===== src/rtl/fifo_read_drain_pkg.sv =====
// fifo_read_drain_pkg: shared types, default sizes and width helpers for the
// read-side drain stage.
package fifo_read_drain_pkg;

  // Drain controller states
  typedef enum logic [1:0] {
    IDLE  = 2'd0,
    RUN   = 2'd1,
    FLUSH = 2'd2
  } state_t;

  localparam int unsigned DEF_DATA_SIZE = 8;
  localparam int unsigned DEF_BUF_DEPTH = 2;
  localparam int unsigned DEF_CNT_W     = 16;

  // Occupancy width: must represent 0..depth inclusive
  function automatic int unsigned occ_w(input int unsigned depth);
    return int'($clog2(depth + 1));
  endfunction

  // Pointer width: indexes 0..depth-1
  function automatic int unsigned ptr_w(input int unsigned depth);
    return (depth < 2) ? 1 : int'($clog2(depth));
  endfunction

  localparam int unsigned OCC_W = occ_w(DEF_BUF_DEPTH);
  localparam int unsigned PTR_W = ptr_w(DEF_BUF_DEPTH);

endpackage


===== src/rtl/fifo_read_drain_if.sv =====
// fifo_read_drain_if: FIFO read port, output stream and control/status
// signals of the drain stage. master = drain stage, slave = surroundings.
interface fifo_read_drain_if #(
  parameter int unsigned DATA_SIZE = 8,
  parameter int unsigned CNT_W     = 16
) ();
  logic                 drain_en;
  logic                 flush;
  logic                 fifo_rempty;
  logic [DATA_SIZE-1:0] fifo_rdata;
  logic                 fifo_rinc;
  logic                 m_valid;
  logic [DATA_SIZE-1:0] m_data;
  logic                 m_ready;
  logic                 busy;
  logic [CNT_W-1:0]     words_out;
  logic [CNT_W-1:0]     stall_cycles;

  modport master (
    input  drain_en, flush, fifo_rempty, fifo_rdata, m_ready,
    output fifo_rinc, m_valid, m_data, busy, words_out, stall_cycles
  );

  modport slave (
    output drain_en, flush, fifo_rempty, fifo_rdata, m_ready,
    input  fifo_rinc, m_valid, m_data, busy, words_out, stall_cycles
  );
endinterface


===== src/rtl/fifo_read_drain_buffer.sv =====
// drain_buffer: circular output store for the drain stage. Clear wins over
// push/pop; head data comes straight from registered storage.
module drain_buffer
  import fifo_read_drain_pkg::*;
#(
  parameter int unsigned DATA_SIZE = DEF_DATA_SIZE,
  parameter int unsigned BUF_DEPTH = DEF_BUF_DEPTH
) (
  input  logic                          clk,
  input  logic                          rst,
  input  logic                          i_push,
  input  logic [DATA_SIZE-1:0]          i_data,
  input  logic                          i_pop,
  input  logic                          i_clear,
  output logic [occ_w(BUF_DEPTH)-1:0]   o_occ,
  output logic [DATA_SIZE-1:0]          o_head
);
  localparam int unsigned PTR_WL = ptr_w(BUF_DEPTH);
  localparam int unsigned OCC_WL = occ_w(BUF_DEPTH);

  logic [DATA_SIZE-1:0] r_mem [BUF_DEPTH];
  logic [PTR_WL-1:0]    r_wr_ptr;
  logic [PTR_WL-1:0]    r_rd_ptr;
  logic [OCC_WL-1:0]    r_occ;

  function automatic logic [PTR_WL-1:0] ptr_inc(input logic [PTR_WL-1:0] p);
    return (p == PTR_WL'(BUF_DEPTH - 1)) ? '0 : p + PTR_WL'(1);
  endfunction

  // Storage, pointers and occupancy
  always_ff @(posedge clk or posedge rst) begin
    if (rst) begin
      for (int i = 0; i < int'(BUF_DEPTH); i++) r_mem[i] <= '0;
      r_wr_ptr <= '0;
      r_rd_ptr <= '0;
      r_occ    <= '0;
    end else if (i_clear) begin
      r_wr_ptr <= '0;
      r_rd_ptr <= '0;
      r_occ    <= '0;
    end else begin
      if (i_push) begin
        r_mem[r_wr_ptr] <= i_data;
        r_wr_ptr        <= ptr_inc(r_wr_ptr);
      end
      if (i_pop) r_rd_ptr <= ptr_inc(r_rd_ptr);
      case ({i_push, i_pop})
        2'b10:   r_occ <= r_occ + OCC_WL'(1);
        2'b01:   r_occ <= r_occ - OCC_WL'(1);
        default: r_occ <= r_occ;
      endcase
    end
  end

  assign o_occ  = r_occ;
  assign o_head = r_mem[r_rd_ptr];

endmodule


===== src/rtl/fifo_read_drain.sv =====
// fifo_read_drain: pops the async FIFO read port and re-presents the words
// as a valid/ready stream, covering the FIFO's one-cycle read latency with a
// small buffer. Optional statistics counters are built when RD_STATS_EN is
// defined; otherwise words_out/stall_cycles are tied to zero.
module fifo_read_drain
  import fifo_read_drain_pkg::*;
#(
  parameter int unsigned DATA_SIZE = DEF_DATA_SIZE,
  parameter int unsigned BUF_DEPTH = DEF_BUF_DEPTH,
  parameter int unsigned CNT_W     = DEF_CNT_W
) (
  input logic               clk,
  input logic               rst,
  fifo_read_drain_if.master bus
);
  localparam int unsigned OCC_WL = occ_w(BUF_DEPTH);
  localparam int unsigned LVL_W  = OCC_WL + 1;

  state_t               r_state;
  logic                 r_pend;
  logic [OCC_WL-1:0]    w_occ;
  logic [DATA_SIZE-1:0] w_head;
  logic                 w_valid;
  logic                 w_fire;
  logic                 w_clear;
  logic                 w_rinc;
  logic [LVL_W-1:0]     w_level;

  assign w_valid = (w_occ != '0);
  assign w_fire  = w_valid & bus.m_ready;
  // Flushing discards both buffered words and any word landing meanwhile
  assign w_clear = bus.flush | (r_state == FLUSH);
  // Projected fill once this cycle's landing and fire are applied
  assign w_level = LVL_W'(w_occ) + LVL_W'(r_pend) - LVL_W'(w_fire);
  assign w_rinc  = (r_state == RUN) & bus.drain_en & ~bus.fifo_rempty &
                   (w_level < LVL_W'(BUF_DEPTH));

  drain_buffer #(
    .DATA_SIZE (DATA_SIZE),
    .BUF_DEPTH (BUF_DEPTH)
  ) u_buf (
    .clk     (clk),
    .rst     (rst),
    .i_push  (r_pend & ~w_clear),
    .i_data  (bus.fifo_rdata),
    .i_pop   (w_fire & ~w_clear),
    .i_clear (w_clear),
    .o_occ   (w_occ),
    .o_head  (w_head)
  );

  // Controller state and in-flight read tracking
  always_ff @(posedge clk or posedge rst) begin
    if (rst) begin
      r_state <= IDLE;
      r_pend  <= 1'b0;
    end else begin
      r_pend <= w_rinc;
      if (bus.flush) begin
        r_state <= FLUSH;
      end else begin
        case (r_state)
          IDLE:    if (bus.drain_en) r_state <= RUN;
          RUN:     if (!bus.drain_en) r_state <= IDLE;
          FLUSH:   if (!r_pend) r_state <= bus.drain_en ? RUN : IDLE;
          default: r_state <= IDLE;
        endcase
      end
    end
  end

  assign bus.fifo_rinc = w_rinc;
  assign bus.m_valid   = w_valid;
  assign bus.m_data    = w_head;
  assign bus.busy      = w_valid | r_pend;

`ifdef RD_STATS_EN
  logic [CNT_W-1:0] r_words_out;
  logic [CNT_W-1:0] r_stall_cycles;

  // Saturating delivery and stall counters; only reset clears them
  always_ff @(posedge clk or posedge rst) begin
    if (rst) begin
      r_words_out    <= '0;
      r_stall_cycles <= '0;
    end else begin
      if (w_fire && (r_words_out != '1))
        r_words_out <= r_words_out + CNT_W'(1);
      if (w_valid && !bus.m_ready && (r_stall_cycles != '1))
        r_stall_cycles <= r_stall_cycles + CNT_W'(1);
    end
  end

  assign bus.words_out    = r_words_out;
  assign bus.stall_cycles = r_stall_cycles;
`else
  assign bus.words_out    = '0;
  assign bus.stall_cycles = '0;
`endif

endmodule


===== src/flat_wrapper.sv =====
// flat-port wrapper written by rule: the top's interface ports become plain ports
module fifo_read_drain_flat import fifo_read_drain_pkg::*;
#(
  parameter int unsigned DATA_SIZE = DEF_DATA_SIZE,
  parameter int unsigned BUF_DEPTH = DEF_BUF_DEPTH,
  parameter int unsigned CNT_W     = DEF_CNT_W
)
  (clk, rst, bus_drain_en, bus_flush, bus_fifo_rempty, bus_fifo_rdata, bus_m_ready, bus_fifo_rinc, bus_m_valid, bus_m_data, bus_busy, bus_words_out, bus_stall_cycles);
  fifo_read_drain_if #(.DATA_SIZE(DATA_SIZE), .CNT_W(CNT_W)) bus_i ();
  input logic clk;
  input logic rst;
  input wire logic [$bits(bus_i.drain_en)-1:0] bus_drain_en;
  input wire logic [$bits(bus_i.flush)-1:0] bus_flush;
  input wire logic [$bits(bus_i.fifo_rempty)-1:0] bus_fifo_rempty;
  input wire logic [$bits(bus_i.fifo_rdata)-1:0] bus_fifo_rdata;
  input wire logic [$bits(bus_i.m_ready)-1:0] bus_m_ready;
  output wire logic [$bits(bus_i.fifo_rinc)-1:0] bus_fifo_rinc;
  output wire logic [$bits(bus_i.m_valid)-1:0] bus_m_valid;
  output wire logic [$bits(bus_i.m_data)-1:0] bus_m_data;
  output wire logic [$bits(bus_i.busy)-1:0] bus_busy;
  output wire logic [$bits(bus_i.words_out)-1:0] bus_words_out;
  output wire logic [$bits(bus_i.stall_cycles)-1:0] bus_stall_cycles;
  assign bus_i.drain_en = bus_drain_en;
  assign bus_i.flush = bus_flush;
  assign bus_i.fifo_rempty = bus_fifo_rempty;
  assign bus_i.fifo_rdata = bus_fifo_rdata;
  assign bus_i.m_ready = bus_m_ready;
  assign bus_fifo_rinc = bus_i.fifo_rinc;
  assign bus_m_valid = bus_i.m_valid;
  assign bus_m_data = bus_i.m_data;
  assign bus_busy = bus_i.busy;
  assign bus_words_out = bus_i.words_out;
  assign bus_stall_cycles = bus_i.stall_cycles;
  fifo_read_drain #(.DATA_SIZE(DATA_SIZE), .BUF_DEPTH(BUF_DEPTH), .CNT_W(CNT_W)) u_core (.clk(clk), .rst(rst), .bus(bus_i));
endmodule

===== config.mk =====
export PLATFORM = sky130hd
export DESIGN_NAME = fifo_read_drain_flat
export DESIGN_NICKNAME = d
export VERILOG_FILES = /design/src/rtl/fifo_read_drain_pkg.sv /design/src/rtl/fifo_read_drain_if.sv /design/src/rtl/fifo_read_drain_buffer.sv /design/src/rtl/fifo_read_drain.sv /design/src/flat_wrapper.sv
export SDC_FILE = /design/constraint.sdc
export NUM_CORES = 1
export LEC_CHECK = 0
export ABC_AREA = 1
export CORE_UTILIZATION = 47
export CTS_CLUSTER_DIAMETER = 60
export DETAILED_ROUTE_END_ITERATION = 8
export PLACE_DENSITY = 0.85
export SYNTH_ARGS = -nofsm -noshare
export SYNTH_HDL_FRONTEND = slang
export SYNTH_HIERARCHICAL = 1
export SYNTH_SLANG_ARGS = --single-unit

===== constraint.sdc =====
create_clock -name clk -period 3.7 [get_ports clk]
set_input_delay 0.74 -clock clk [delete_from_list [all_inputs] [get_ports clk]]
set_output_delay 0.74 -clock clk [all_outputs]
set_load 0.03 [all_outputs]

[Word-level counts from Yosys, hierarchy flattened]
Index checks and enable logic that the tools add are counted.
Word-level totals
  output and inout bits: 43
  bits of input ports: 14
  word-level logic and storage cells: 64
  register bits after elaboration: 23
Cells by class
  $lt $le $gt $ge: 4
  bitwise gates (word level): 12
  reduce and logical (&&, ||, !) cells: 8
  multiplexer cells: 20
  $add $sub $neg: 6
  equality and inequality tests: 7
Operators by type and width (number)
  2-to-1 mux 8 bit: 4
  bitwise mux 16 bit: 1
  2-to-1 mux 2 bit: 5
  inequality test 3 bit, second input constant: 3
  demux 8 bit (select 1 bit): 1
  2-to-1 mux 1 bit: 7
  AND 1 bit: 6
  case mux 2 bit (3 select lines): 1
  nonzero test 2 bit: 3
  == test 2 x 1 -> 1 bit, second input constant: 2
  == test 2 bit, second input constant: 2
  >= comparator 2 bit, second input constant: 2
  NOT 1 -> 2 bit: 2
  case mux 2 bit (2 select lines): 1
  adder 2 x 1 -> 3 bit: 1
  < comparator 3 x 2 -> 1 bit, second input constant: 1
  AND reduction 3 bit: 1
  nonzero test 3 bit: 1
  subtractor 3 x 1 -> 3 bit: 1
  adder 1 bit, second input constant: 2
  adder 2 x 1 -> 2 bit, second input constant: 1
  logical NOT 2 bit: 1
  < comparator 2 x 1 -> 1 bit, second input constant: 1
  NOT 1 bit: 2
  4 further kinds: 5

[Logic depth before layout (Yosys ltp)]
Gate-level depths: netlist (run 1).
  word-level depth: 7
  mapped depth: 11
  depth with buffers taken out: 11

[Hierarchy]
Netlist (run 1), hierarchy kept.
By module, submodules not included
  drain_buffer: instances 1, sequential area each 500.5 sq um, cells each 101, area an instance 982.2 sq um
  fifo_read_drain: instances 1, sequential area each 75.1 sq um, cells each 66, area an instance 476.7 sq um

[Worst setup path after synthesis (run 1)]
No wires, ideal clock.
  path kind: input to output
  start: input bus_m_ready
  end: output bus_fifo_rinc
  path buffers: 0
  stages: 7
  slack: 668 ps
  arrival: 2292 ps
  data required time: 2960 ps
  path through: nand2_2 > inv_1 > ha_1 > or2_1 > fa_1 > nand3_1 > nor2_1
Between the ends
  cells in the longest elaborated chain, start to end: 4
Ends and longest elaborated chain
  start: declaration: RTL line flat_wrapper.sv:16  | input wire logic [$bits(bus_i.m_ready)-1:0] bus_m_ready;
  AND 1 bit: RTL line fifo_read_drain.sv:30  | assign w_fire = w_valid & bus.m_ready;
  subtractor 3 x 1 -> 3 bit: RTL line fifo_read_drain.sv:34  | assign w_level = LVL_W'(w_occ) + LVL_W'(r_pend) - LVL_W'(w_fire);
  < comparator 3 x 2 -> 1 bit: RTL line fifo_read_drain.sv:36  | (w_level < LVL_W'(BUF_DEPTH));
  AND 1 bit: RTL line fifo_read_drain.sv:35  | assign w_rinc = (r_state == RUN) & bus.drain_en & ~bus.fifo_rempty &
  end: declaration: RTL line flat_wrapper.sv:17  | output wire logic [$bits(bus_i.fifo_rinc)-1:0] bus_fifo_rinc;
No other way between the ends.

[Worst setup path in the final report (run 1)]
Same ends and word-level chain as after synthesis.

==> impl_metrics.json, run 1 <==
{
  "grt_pass1_vias": 874,
  "path_class": "in2out",
  "p_sw_share_pct": 32.9,
  "dp.final_hpwl_microns": 1640,
  "fin_util_pct": 56.4,
  "cts_hold_buffers": 0,
  "cts-root-buf": "clkbuf_4",
  "cts_resized": 0,
  "clkSlewWorstSetupHoldPaths_ns": 0.11,
  "fin_skew_ns": 0.00244,
  "syn_inst": 167,
  "fillCellCount": 262,
  "die_w_microns": 57.7,
  "synth_top_area_share_pct": 39.5,
  "ys_dominant_reg_cell": "dfrtp_1",
  "grt_max_degree": 21,
  "synth.top_cells.by_area": "dfrtp_1 (39%), buf_4 (16%), o21ai_2 (9.6%)",
  "worstMarginPinSlew_ns": 0.752,
  "yosys.area.top_type": "dfrtp_1",
  "rsz0062_at_grt": "no",
  "area_growth_pct": 10.4,
  "clock_sink_count": 23,
  "multi_input_area_sq_um": 642,
  "hold_violations": 0,
  "grtUsageTotal_pct": 13.7,
  "tns_ns": 0,
  "slew_viol_final": 0,
  "yosysMostFrequentCell": "nand2_1",
  "worst-endpoint-required_ns": 2.96,
  "ant_nets": 0,
  "power_frac_clock_pct": 21.7,
  "seqPwrFrac_pct": 51.8,
  "wirelength_microns": 2170,
  "first_pass_iters": 6,
  "p_leak_uw": 0.000850,
  "drc": 3,
  "die_area_sq_mm": 0.00333,
  "maxCapViolCount": 0,
  "ys_types": 21,
  "synth-seq-cells": 23,
  "ys_top_cells_by_count": "nand2_1 (33), buf_4 (32), dfrtp_1 (23), inv_1 (23), o21ai_2 (16)",
  "vias": 1014,
  "gr-total-overflow": 0,
  "power.internal_uw": 344,
  "crit_fanout": 2,
  "tritoncts": "built",
  "netlist_area_sq_mm": 0.00146,
  "worstSkewPairLatency_ns": 0.30,
  "io_buffers": 24,
  "p_comb_share_pct": 26.5,
  "antenna_found_initial": 0,
  "seq_area_frac_synth_pct": 39.5,
  "r2r_setup_slack_ns": 1.60,
  "drtIter0Drc": 17,
  "max_slew_margin_pct": 49.8,
  "layout.nets": 208,
  "ys_async_sr_fraction_pct": 100,
  "gp_congestion": 0.732,
  "fin_ws_ns": 0.279,
  "status": "finished with violations",
  "numCtsBuffers": 3,
  "fp.coreArea_sq_mm": 0.00285,
  "yosys_warnings": 6,
  "die_h_microns": 57.7,
  "cp-start-kind": "input port",
  "powerDensity_mw_per_mm2": 318,
  "syn_avg_cell_area_sq_um": 8.74,
  "io_pins": 57,
  "viasPerCell": 4.57,
  "finalSetupViolations": 0,
  "post_cts_buffers": 0,
  "place_area_sq_mm": 0.00158,
  "violations": "design-rule violations",
  "timing.fmax_ghz": 0.292,
  "p_sw_uw": 169,
  "wire_per_inst_microns": 9.78,
  "design_area_sq_mm": 0.00161,
  "core.rowCount": 19,
  "cts_max_level": 1,
  "period_share_pct": 92.5,
  "grt_pass1_wl_microns": 3550,
  "post-route-min-period_ns": 3.42,
  "worstPathArrival_ns": 2.68,
  "regArea_sq_um": 576,
  "end_kind": "output pin",
  "initial_core_util_pct": 51.1,
  "n_antenna_cell": 0,
  "ir_drop_mv": 0.168,
  "synth_edf_count": 0,
  "layout-drive-gt1-share_pct": 18.8,
  "cts_max_path_buffers": 2,
  "dp_slack_ns": 0.276,
  "hp-class": "reg2reg"
}
==> cell usage in the layout (no fill, tap or decap) <==
cell type | Yosys | routed
a21oi_1 | 2 | 2
buf_4 | 32 | 1
clkbuf_1 | 0 | 1
clkbuf_4 | 0 | 3
clkdlybuf4s50_1 | 0 | 23
conb_1 | 1 | 32
dfrtp_1 | 23 | 23
fa_1 | 1 | 1
ha_1 | 1 | 1
inv_1 | 23 | 23
inv_2 | 1 | 1
mux2_2 | 8 | 8
nand2_1 | 33 | 33
nand2_2 | 5 | 5
nand3_1 | 6 | 6
nand3_2 | 1 | 1
nand4_1 | 2 | 2
nor2_1 | 5 | 5
nor2_2 | 1 | 1
o21ai_0 | 2 | 2
o21ai_2 | 16 | 16
or2_1 | 1 | 1
==> power by group through the flow <==
stage                     Combinational [uW]  Clock [uW]  Sequential (uW)
after floorplan                          127           0              268
after global placement                   135           0              270
after detailed placement                 136           0              270
after CTS                                137         117              265
after global routing                     147         128              267
final                                    136         111              266
==> critical path, stage by stage <==
cell             delay (ns)
clkdlybuf4s50_1        0.47
nand2_2                0.07
inv_1                  0.06
ha_1                   0.21
or2_1                  0.24
fa_1                   0.50
nand3_1                0.09
nor2_1                 0.13
buf_4                  0.18
==> flip-flops by register name, indices dropped and copies added (netlist names) <==
signal                 flops
u_core/r_state             2
u_core/u_buf/r_rd_ptr      1
u_core/u_buf/r_mem        16
u_core/u_buf/o_occ         2
u_core/u_buf/r_wr_ptr      1
u_core/r_pend              1
==> kinds of logic (layout without fill, tap and decap cells) <==
group / count (synthesis) / after routing / synth area share [%]
other cells: 1 / 32 / 0.257
fa+ha+maj: 2 / 2 / 2.23
flops: 23 / 23 / 39.5
compound gates: 20 / 20 / 11.0
mux: 8 / 8 / 6.18
simple gates: 54 / 54 / 16.4
buf+inv: 59 / 52 / 24.5
==> area by class of cell <==
| class | count | share of cell area (%) |
|---|---|---|
| repair buffers | 24 | 14.8 |
| well taps | 31 | 2.41 |
| multi-input cells | 116 | 39.9 |
| flip-flops and latches | 23 | 35.7 |
| inverters | 24 | 5.59 |
| clock buffers | 4 | 1.63 |
==> layer usage <==
metal | vias up | global-route usage, % | wire [microns]
met1 | 476 | 15.8 | 937
met2 | 36 | 25.1 | 1100
li1 | 500 | - | -
met4 | 0 | 5.10 | 20
met3 | 2 | 2.90 | 114
met5 | - | 0 | 0
==> metrics by stage <==
| stage | cells | total power, uW | hold WS [ns] |
|---|---|---|---|
| 2_1_floorplan | 198 | 395 | 0.449 |
| 3_3_place_gp | 218 | 405 | 0.461 |
| 3_5_place_dp | 218 | 407 | 0.469 |
| 4_1_cts | 222 | 520 | 0.498 |
| 5_1_grt | 222 | 542 | 0.522 |
| 6_report | 222 | 513 | 0.495 |
==> worst paths after layout <==
check,startpoint,end,depth (start not counted)
setup / recovery,bus_m_ready,bus_fifo_rinc,9
hold reg to reg,u_core/u_buf/r_mem[13],u_core/u_buf/r_mem[13],2
max in group asynchronous,rst,u_core/u_buf/r_mem[0],2
setup reg to reg,u_core/u_buf/o_occ[1],u_core/r_pend,9
min in group asynchronous,rst,u_core/r_state[0],2
hold / removal,u_core/u_buf/r_mem[13],u_core/u_buf/r_mem[13],2
Power figures use the tool's default switching activity.
==> run 2, diff against run 1 <==
--- a/config.mk
+++ b/config.mk
@@ -5,8 +5,7 @@
 export SDC_FILE = /design/constraint.sdc
 export NUM_CORES = 1
 export LEC_CHECK = 0
-export ABC_AREA = 1
-export CORE_UTILIZATION = 47
+export CORE_UTILIZATION = 46
 export CTS_CLUSTER_DIAMETER = 60
 export DETAILED_ROUTE_END_ITERATION = 8
 export PLACE_DENSITY = 0.85
==> impl_metrics.json, run 2 <==
{
  "initial_core_util_pct": 49.3,
  "netlist_area_sq_mm": 0.00137,
  "synth_edf_count": 0,
  "place_area_sq_mm": 0.00151,
  "gr-total-overflow": 0,
  "power_frac_clock_pct": 23.8,
  "finalSetupViolations": 0,
  "synth.top_cells.by_area": "dfrtp_1 (42%), mux2_2 (20%), buf_4 (18%)",
  "placed_cells": 168,
  "ir_drop_mv": 0.224,
  "hp-class": "reg2reg",
  "area_growth_pct": 12.5,
  "grt_pass1_wl_microns": 3770,
  "grt_max_degree": 21,
  "io_buffers": 24,
  "viasPerCell": 4.66,
  "tritoncts": "built",
  "dp.final_hpwl_microns": 1630,
  "n_antenna_cell": 0,
  "layout-drive-gt1-share_pct": 26.2,
  "cts-root-buf": "clkbuf_4",
  "p_sw_share_pct": 31.1,
  "drc": 0,
  "worstPathArrival_ns": 2.60,
  "first_pass_iters": 2,
  "gp_congestion": 0.726,
  "period_share_pct": 90.2,
  "p_leak_uw": 0.000774,
  "fillCellCount": 268,
  "ys_top_cells_by_count": "buf_4 (32), mux2_2 (24), dfrtp_1 (23)",
  "max_stage_delay_ns": 0.45,
  "synth_top_area_share_pct": 42.0,
  "cp-start-kind": "input port",
  "power_uw": 481,
  "design_area_sq_mm": 0.00154,
  "path_class": "in2out",
  "whs_ns": 0.516,
  "numCtsBuffers": 3,
  "cts_max_level": 1,
  "layout.nets": 158,
  "layout.cells.non_filler": 172,
  "power.internal_uw": 331,
  "post_cts_buffers": 0,
  "post-route-min-period_ns": 3.34,
  "cts_max_path_buffers": 2,
  "ys_async_sr_fraction_pct": 100,
  "fin_skew_ns": 0.00734,
  "crit_chain": "clkdlybuf4s50_1, o21a_2, ha_1, nand2b_1, fa_1, xnor2_1, and4_1, buf_4",
  "rsz0062_at_grt": "no",
  "ant_nets": 0,
  "syn_avg_cell_area_sq_um": 11.9,
  "p_comb_share_pct": 21.7,
  "slowest_stage": "clkdlybuf4s50_1",
  "worstSkewPairLatency_ns": 0.31,
  "ys_types": 29,
  "p_sw_uw": 150,
  "die_h_microns": 56.6,
  "vias": 802,
  "fp.coreArea_sq_mm": 0.00278,
  "hold_violations": 0,
  "worst-endpoint-required_ns": 2.96,
  "maxCapViolCount": 0,
  "yosys_warnings": 6,
  "clkSlewWorstSetupHoldPaths_ns": 0.13,
  "slew_viol_final": 0,
  "grtUsageTotal_pct": 15.2,
  "crit_fanout": 2,
  "powerDensity_mw_per_mm2": 312,
  "final_common_cell": "conb_1",
  "die_area_sq_mm": 0.00320,
  "worst_path_dominant_cell_family": "buffers and inverters",
  "core.rowCount": 19,
  "most-common-layout-cells": "conb_1 (32), mux2_2 (24), clkdlybuf4s50_1 (23), dfrtp_1 (23)",
  "status": "finished clean",
  "timing.fmax_ghz": 0.300,
  "tns_ns": 0,
  "worst-path-buf-inv": 2,
  "grt_pass1_vias": 806,
  "wire_per_inst_microns": 12.3,
  "worstMarginPinSlew_ns": 0.721,
  "ys_dominant_reg_cell": "dfrtp_1",
  "yosysMostFrequentCell": "buf_4",
  "largest_register_ffs": 16,
  "antenna_found_initial": 0,
  "end_kind": "output pin",
  "syn_inst": 115,
  "die_w_microns": 56.6,
  "max_slew_margin_pct": 51.9,
  "seq_area_frac_synth_pct": 42.0,
  "drtIter0Drc": 9,
  "largest-register": "u_core/u_buf/r_mem",
  "io_pins": 57,
  "yosys.area.top_type": "dfrtp_1",
  "synth-seq-cells": 23,
  "wirelength_microns": 2110,
  "clock_sink_count": 23,
  "seqPwrFrac_pct": 54.5,
  "cts_hold_buffers": 0,
  "cts_resized": 0
}
==> run 2: final cells by class <==
cell class / count / area (sq um) / share of cell area, %
clock buffer: 3 / 22.5 / 1.46
clock inverter: 1 / 5.00 / 0.325
inverter: 3 / 11.3 / 0.731
multi-input combinational: 86 / 643 / 41.7
sequential: 23 / 576 / 37.3
tap: 31 / 38.8 / 2.52
timing repair buffer: 25 / 245 / 15.9
==> run 2: cell families (layout without fill, tap and decap cells) <==
logic type	count (synthesis)	count (layout)	synth area share [%]
buf+inv	37	32	19.5
mux	24	24	19.7
flops	23	23	42.0
simple gates	19	19	11.0
xor+xnor	5	5	3.20
compound gates	4	4	1.92
fa+ha+maj	2	2	2.37
other cells	1	32	0.274
==> run 2: final timing paths <==
check,startpoint,endpoint,slack [ns],cells past startpoint
setup / recovery,bus_m_ready,bus_fifo_rinc,0.36,8
hold / removal,u_core/u_buf/r_mem[4],u_core/u_buf/r_mem[4],0.52,1
min in group asynchronous,rst,u_core/r_pend,0.63,2
max in group asynchronous,rst,u_core/u_buf/o_occ[0],2.37,2
setup reg to reg,u_core/u_buf/o_occ[1],u_core/r_pend,1.71,6
hold reg to reg,u_core/u_buf/r_mem[4],u_core/u_buf/r_mem[4],0.52,1
==> run 2: power groups by stage <==
stage               clock [uW]  combinational, uW  sequential [uW]
floorplan                    0                101              266
global placement             0                103              266
detailed placement           0                105              267
CTS                        119                105              262
global route               133                111              264
finish                     114                104              262
==> run 2: worst register-to-register path: stages (launching register included) <==
cell and delay (ns):
dfrtp_1 0.50, o21a_2 0.24, ha_1 0.27, nand2b_1 0.15, fa_1 0.38, xnor2_1 0.13
and4_1 0.22
==> run 2: metal layers <==
| layer | GRT usage, % | share of wire [%] |
|---|---|---|
| met4 | 2.44 | 0 |
| met2 | 26.1 | 52 |
| met1 | 19.1 | 42 |
| met3 | 4.61 | 6.1 |
| met5 | 0 | 0 |
==> run 2: metrics by stage <==
| step | setup slack [ns] | util (%) |
|---|---|---|
| 2_1_floorplan | 0.842 | - |
| 3_3_place_gp | 0.407 | 54.4 |
| 3_5_place_dp | 0.359 | 54.4 |
| 4_1_cts | 0.344 | 55.4 |
| 5_1_grt | 0.194 | 55.4 |
| 6_report | 0.363 | 55.4 |
==> run 3, diff against run 2 <==
--- a/config.mk
+++ b/config.mk
@@ -9,6 +9,7 @@
 export CTS_CLUSTER_DIAMETER = 60
 export DETAILED_ROUTE_END_ITERATION = 8
 export PLACE_DENSITY = 0.85
+export SKIP_LAST_GASP = 1
 export SYNTH_ARGS = -nofsm -noshare
 export SYNTH_HDL_FRONTEND = slang
 export SYNTH_HIERARCHICAL = 1
==> results of run 3 <==
Same layout as run 2: the final DEF is identical, and so are final timing and power.
